<file path="src/rtl/apb_uart_master.sv">
// APB master for the Uart/GPIO slaves: one single-beat request in flight at a time.
// Optional ACCESS-phase timeout abort is compiled in when APB_TIMEOUT_EN is defined.
module apb_uart_master #(
    parameter int ADDR_W         = 32,
    parameter int DATA_W         = 32,
    parameter int TIMEOUT_CYCLES = 64
) (
    input  logic              clk,
    input  logic              rst,
    input  logic              req_valid,
    output logic              req_ready,
    input  logic              req_write,
    input  logic [1:0]        req_sel,
    input  logic [ADDR_W-1:0] req_addr,
    input  logic [DATA_W-1:0] req_wdata,
    output logic              rsp_valid,
    output logic [DATA_W-1:0] rsp_rdata,
    output logic              rsp_err,
    output logic [1:0]        psel,
    output logic              pen,
    output logic              pwr,
    output logic [ADDR_W-1:0] pAdd,
    output logic [DATA_W-1:0] pwData,
    input  logic              pready,
    input  logic [DATA_W-1:0] prdata_gpio,
    input  logic [DATA_W-1:0] prdata_uart
);

    typedef enum logic [1:0] {
        IDLE,
        SETUP,
        ACCESS
    } state_t;

    state_t              state_q;
    logic                req_ready_q;
    logic                rsp_valid_q;
    logic                rsp_err_q;
    logic [DATA_W-1:0]   rsp_rdata_q;
    logic [1:0]          psel_q;
    logic                pen_q;
    logic                pwr_q;
    logic [ADDR_W-1:0]   paddr_q;
    logic [DATA_W-1:0]   pwdata_q;

    logic                sel_legal_d;
    logic [DATA_W-1:0]   rdata_d;

    if (TIMEOUT_CYCLES < 1) begin : g_bad_timeout
        $error("TIMEOUT_CYCLES must be >= 1");
    end

`ifdef APB_TIMEOUT_EN
    localparam int CNT_W = $clog2(TIMEOUT_CYCLES + 1);
    logic [CNT_W-1:0] cnt_q;
    logic             to_hit_d;

    assign to_hit_d = (cnt_q == CNT_W'(TIMEOUT_CYCLES - 1));
`endif

    assign sel_legal_d = (req_sel == 2'b01) || (req_sel == 2'b10);

    always_comb begin
        rdata_d = '0;
        unique case (1'b1)
            psel_q[0]: rdata_d = prdata_gpio;
            psel_q[1]: rdata_d = prdata_uart;
            default:   rdata_d = '0;
        endcase
    end

    always_ff @(posedge clk) begin
        if (rst) begin
            state_q     <= IDLE;
            req_ready_q <= 1'b1;
            rsp_valid_q <= 1'b0;
            rsp_err_q   <= 1'b0;
            rsp_rdata_q <= '0;
            psel_q      <= 2'b00;
            pen_q       <= 1'b0;
            pwr_q       <= 1'b0;
            paddr_q     <= '0;
            pwdata_q    <= '0;
`ifdef APB_TIMEOUT_EN
            cnt_q       <= '0;
`endif
        end else begin
            rsp_valid_q <= 1'b0;
            rsp_err_q   <= 1'b0;
            unique case (state_q)
                IDLE: begin
                    if (req_valid && req_ready_q) begin
                        if (sel_legal_d) begin
                            psel_q      <= req_sel;
                            pwr_q       <= req_write;
                            paddr_q     <= req_addr;
                            pwdata_q    <= req_wdata;
                            pen_q       <= 1'b0;
                            req_ready_q <= 1'b0;
                            state_q     <= SETUP;
                        end else begin
                            // Bad select never reaches the bus; answer immediately.
                            rsp_valid_q <= 1'b1;
                            rsp_err_q   <= 1'b1;
                            rsp_rdata_q <= '0;
                        end
                    end
                end
                SETUP: begin
                    pen_q   <= 1'b1;
                    state_q <= ACCESS;
`ifdef APB_TIMEOUT_EN
                    cnt_q   <= '0;
`endif
                end
                ACCESS: begin
                    if (pready) begin
                        rsp_valid_q <= 1'b1;
                        rsp_rdata_q <= pwr_q ? '0 : rdata_d;
                        psel_q      <= 2'b00;
                        pen_q       <= 1'b0;
                        pwr_q       <= 1'b0;
                        req_ready_q <= 1'b1;
                        state_q     <= IDLE;
                    end
`ifdef APB_TIMEOUT_EN
                    else if (to_hit_d) begin
                        rsp_valid_q <= 1'b1;
                        rsp_err_q   <= 1'b1;
                        rsp_rdata_q <= '0;
                        psel_q      <= 2'b00;
                        pen_q       <= 1'b0;
                        pwr_q       <= 1'b0;
                        req_ready_q <= 1'b1;
                        state_q     <= IDLE;
                    end else begin
                        cnt_q <= cnt_q + 1'b1;
                    end
`endif
                end
                default: begin
                    state_q     <= IDLE;
                    req_ready_q <= 1'b1;
                end
            endcase
        end
    end

    assign req_ready = req_ready_q;
    assign rsp_valid = rsp_valid_q;
    assign rsp_err   = rsp_err_q;
    assign rsp_rdata = rsp_rdata_q;
    assign psel      = psel_q;
    assign pen       = pen_q;
    assign pwr       = pwr_q;
    assign pAdd      = paddr_q;
    assign pwData    = pwdata_q;

endmodule

</file>
<file path="config.mk">
export PLATFORM = sky130hd
export DESIGN_NAME = apb_uart_master
export DESIGN_NICKNAME = d
export VERILOG_FILES = /design/src/rtl/apb_uart_master.sv
export SDC_FILE = /design/constraint.sdc
export NUM_CORES = 1
export LEC_CHECK = 0
export BUFFER_PORTS_ARGS = -buffer_cell sky130_fd_sc_hd__buf_2
export CAP_MARGIN = 10
export CELL_PAD_IN_SITES_DETAIL_PLACEMENT = 0
export CELL_PAD_IN_SITES_GLOBAL_PLACEMENT = 1
export CORE_MARGIN = 8
export CORE_UTILIZATION = 33
export CTS_CLUSTER_SIZE = 10
export DETAILED_ROUTE_END_ITERATION = 8
export PLACE_DENSITY_LB_ADDON = 0.1
export SYNTH_ARGS = -nofsm -noshare
export SYNTH_HDL_FRONTEND = slang
export SYNTH_SLANG_ARGS = --single-unit
</file>
<file path="constraint.sdc">
create_clock -name clk -period 2 [get_ports clk]
set_input_delay 0.1 -clock clk [delete_from_list [all_inputs] [get_ports clk]]
set_output_delay 0.1 -clock clk [all_outputs]
set_load 0.03 [all_outputs]
</file>
==> summary.md <==
| Metric | Value |
|---|---|
| Top post-synthesis cells by count | `nand2b_1, dfxtp_1, mux2i_1` |
| # setup viols final | `0` |
| M1 GR Usage | `0.163` |
| Count leader, synth | `nand2b_1` |
| Synth Area per Inst | `10.6 um^2` |
| TNS Setup | `0 ps` |
| Wire length of the first global-routing pass | `around 20,000 um` |
| TritonCTS buffer count | `9` |
| RSZ-0062 raised after global routing | `no` |
| Initial antenna violation count | `2` |
| DRT iter0 DRCs | `114` |
| Fin. max-slew vios | `0` |
| Final Hold Fails | `0` |
| Die width | `roughly 130 um` |
| Met2 Usage GRT | `0.225` |
| Crit path time final | `roughly 1700 ps` |
| Area Growth Syn to Fin | `35.6%` |
| Core ar. | `approximately 0.014 mm^2` |
| Actual slew at the worst max-slew pin | `approximately 580 ps` |
| Initial Util | `0.334` |
| GRT Total Usage | `0.139` |
| Crit-path max cell delay | `about 420 ps` |
| Synth Warn # | `0` |
| Area of the multi-input gates | `approximately 0.0023 mm^2` |
| Compound-Gate Fraction of Synth Area | `0.144` |
| CTS root buf | `clkbuf_16` |
| CTS-repair resized insts | `0` |
| DP Wirelength | `~10,000 um` |
| Sequential fraction of the synthesis area | `0.456` |
| IO Port Bufs | `around 240` |
| CP Launch Type | `flop` |
| Unique masters post-synth | `30` |
| Max_slew headroom | `0.614` |
| DRC viols | `0` |
| Synth Register Bits | `between 100 and 150` |
| Total grt overflow | `0` |
| Largest net degree at the start of global routing | `135` |
| Post-Route Utilization | `0.453` |
| FILL cells | `roughly 1,300` |
| CTS tree | `done` |
| Highest clock rate | `~0.6 GHz` |
| Multiplexer share of the synthesized area | `0.139` |
| Period utilization | `0.848` |
| Clock Tree Buf Depth | `2` |
| H-tree Lvls | `3` |
| Final GP Congestion | `about 0.74` |
| Cell area power density | `~770 mW/mm^2` |
| Clock Skew | `6.90 ps` |
| Cell taking the most area after synthesis | `dfxtp_1` |
| Dominant cells by area after synthesis | `dfxtp_1, nand2b_1, mux2i_1` |
| DRT Pass-1 Iters | `4` |
| FF/Latch Area | `between 0.002 and 0.0025 mm^2` |
| Clock sinks | `~110` |
| Fin nets | `slightly below 800` |
| Arrival time at the worst endpoint | `just under 2000 ps` |
| Top Usage Layer GRT | `met2` |
| Routed Wire Length | `between 10,000 and 15,000 um` |
| Ports | `between 200 and 250` |
| Simple-Gate Fraction of Synth Area | `0.206` |
| Crit path capture type | `flop` |
| Critical path class | `reg -> reg` |
| Largest family of logic cells by synthesized area | `simple AND/OR/NAND/NOR gates` |
| Adder-cell share of the synthesized area | `0` |
| Share of layout cells above drive strength 1 | `0.423` |
| Yosys top cell area share | `0.456` |
| Peak supply drop | `~0.37 mV` |
| CP Cell Sequence | `nand4bb_1, nor2_4, buf_12, mux2i_1` |
| Post-synth ARST share | `0` |
| Clock-pin slew on the worst setup and hold paths | `~70 ps` |
| CP Max Fanout | `21` |
| Worst min path class | `in -> reg` |
| Main synth FF type | `dfxtp_1` |
| WL per Instance | `about 15 um` |
| Critical path's slowest cell | `nor2_4` |
| Post-Synthesis Cell Area | `about 0.0046 mm^2` |
| Vias | `about 3,800` |
| Power, Total | `around 0.0048 W` |
| Die area | `about 0.018 mm^2` |
| Num rows | `43` |
| Xor/xnor share of the synthesized area | `0.00598` |
| Leakage | `~2.8 nW` |
| Outcome | `completed` |
| WP data required | `2260 ps` |
| Die H | `~130 um` |
| Clk_lat worst skew | `~340 ps` |
| Max-cap violations | `0` |
| Syn_nets | `approximately 570` |
| ANT nets after route | `0` |
| Number of global-route vias before repair | `between 3,000 and 4,000` |
| Synth Instances | `around 430` |
| Met3 GRT Util | `0.0568` |
| Detailed-route vias per instance | `4.55` |
| Number of synthesized flops with an enable pin | `0` |
## layer usage
metal / vias to the layer above / routed length (um)
li1: 1953 / -
met1: 1723 / 5550
met2: 146 / 5990
met3: 12 / 1310
met4: 2 / 156
met5: - / 8
## logic make-up (layout without fill, tap and decap cells)
family                    count (synthesis)  count (layout)
DFF                                     105             105
and+or+nand+nor                         151             151
xor gates and xnor gates                  1               1
muxes                                    64              64
other                                     0               1
buffers and inverters                    39             268
AOI/OAI and AO/OA                        73              73
## final cells by class
cell class / instances / share of cell area
clock buffer: 13 / 0.0417
clock inverter: 3 / 0.00240
timing repair buffer: 250 / 0.216
multi-input combinational: 289 / 0.366
tap: 180 / 0.0361
inverter: 2 / 0.00120
sequential: 105 / 0.337
antenna: 1 / 0.000401
## cell usage in the layout (no fill, tap or decap), types with 4 or more instances in the layout
master	n
mux2i_1	64
buf_4	7
nor4_1	4
a22oi_1	32
buf_2	237
o2bb2ai_2	10
nand2b_1	131
nor2_1	4
o2bb2ai_1	22
clkbuf_16	9
dfxtp_1	105
buf_12	5
## metrics by stage
step | hold WS, ps | instance area, um^2 | cells | worst slack, ps
floorplan | 250 | 4610 | 433 | 537
global placement | 360 | 5960 | 825 | 370
detailed placement | 371 | 5960 | 825 | 282
CTS | 0.204 | 6240 | 842 | 268
global route | 8.41 | 6240 | 842 | 160
finish | 15.1 | 6240 | 843 | 304
## power breakdown
group          total, W  switching [W]  internal, W
sequential      0.00225      0.0000572      0.00219
combinational  0.000901       0.000517     0.000384
clock           0.00164       0.000734     0.000908
total           0.00479        0.00131      0.00348
## worst paths after layout
| path | startpoint | endpoint | slack (ps) | cells past startpoint |
|---|---|---|---|---|
| worst min-delay path | req_addr[13] | pAdd[13]$_SDFFE_PP0P_ | 20 | 3 |
| worst min register to register | rsp_rdata[0]$_SDFFE_PP0P_ | rsp_rdata[0]$_SDFFE_PP0P_ | 460 | 1 |
| worst max register to register | state_q[0]$_SDFFE_PP0P_ | pAdd[30]$_SDFFE_PP0P_ | 300 | 4 |
| worst max-delay path | state_q[0]$_SDFFE_PP0P_ | pAdd[30]$_SDFFE_PP0P_ | 300 | 4 |
## critical path: cells and delay by family, from the launching register on
family	cells	cell delay, ps
buffers and inverters	1	260
AND/OR/NAND/NOR	2	780
flip-flops	1	370
multiplexers	1	200
## repair_timing
action                                  CTS  global route
endpoints found under the setup margin    0             0
hold buffers                              1             0
buffers inserted                          0             0
hold endpoints to repair                  1             0
## flip-flops by register name, summed over array words and instances (netlist names)
name,cells
pwData,32
rsp_valid,1
rsp_err,1
req_ready,1
pAdd,32
pwr,1
pen,1
psel,2
state_q,2
rsp_rdata,32
Note: power is estimated with default switching activity, not from simulation.
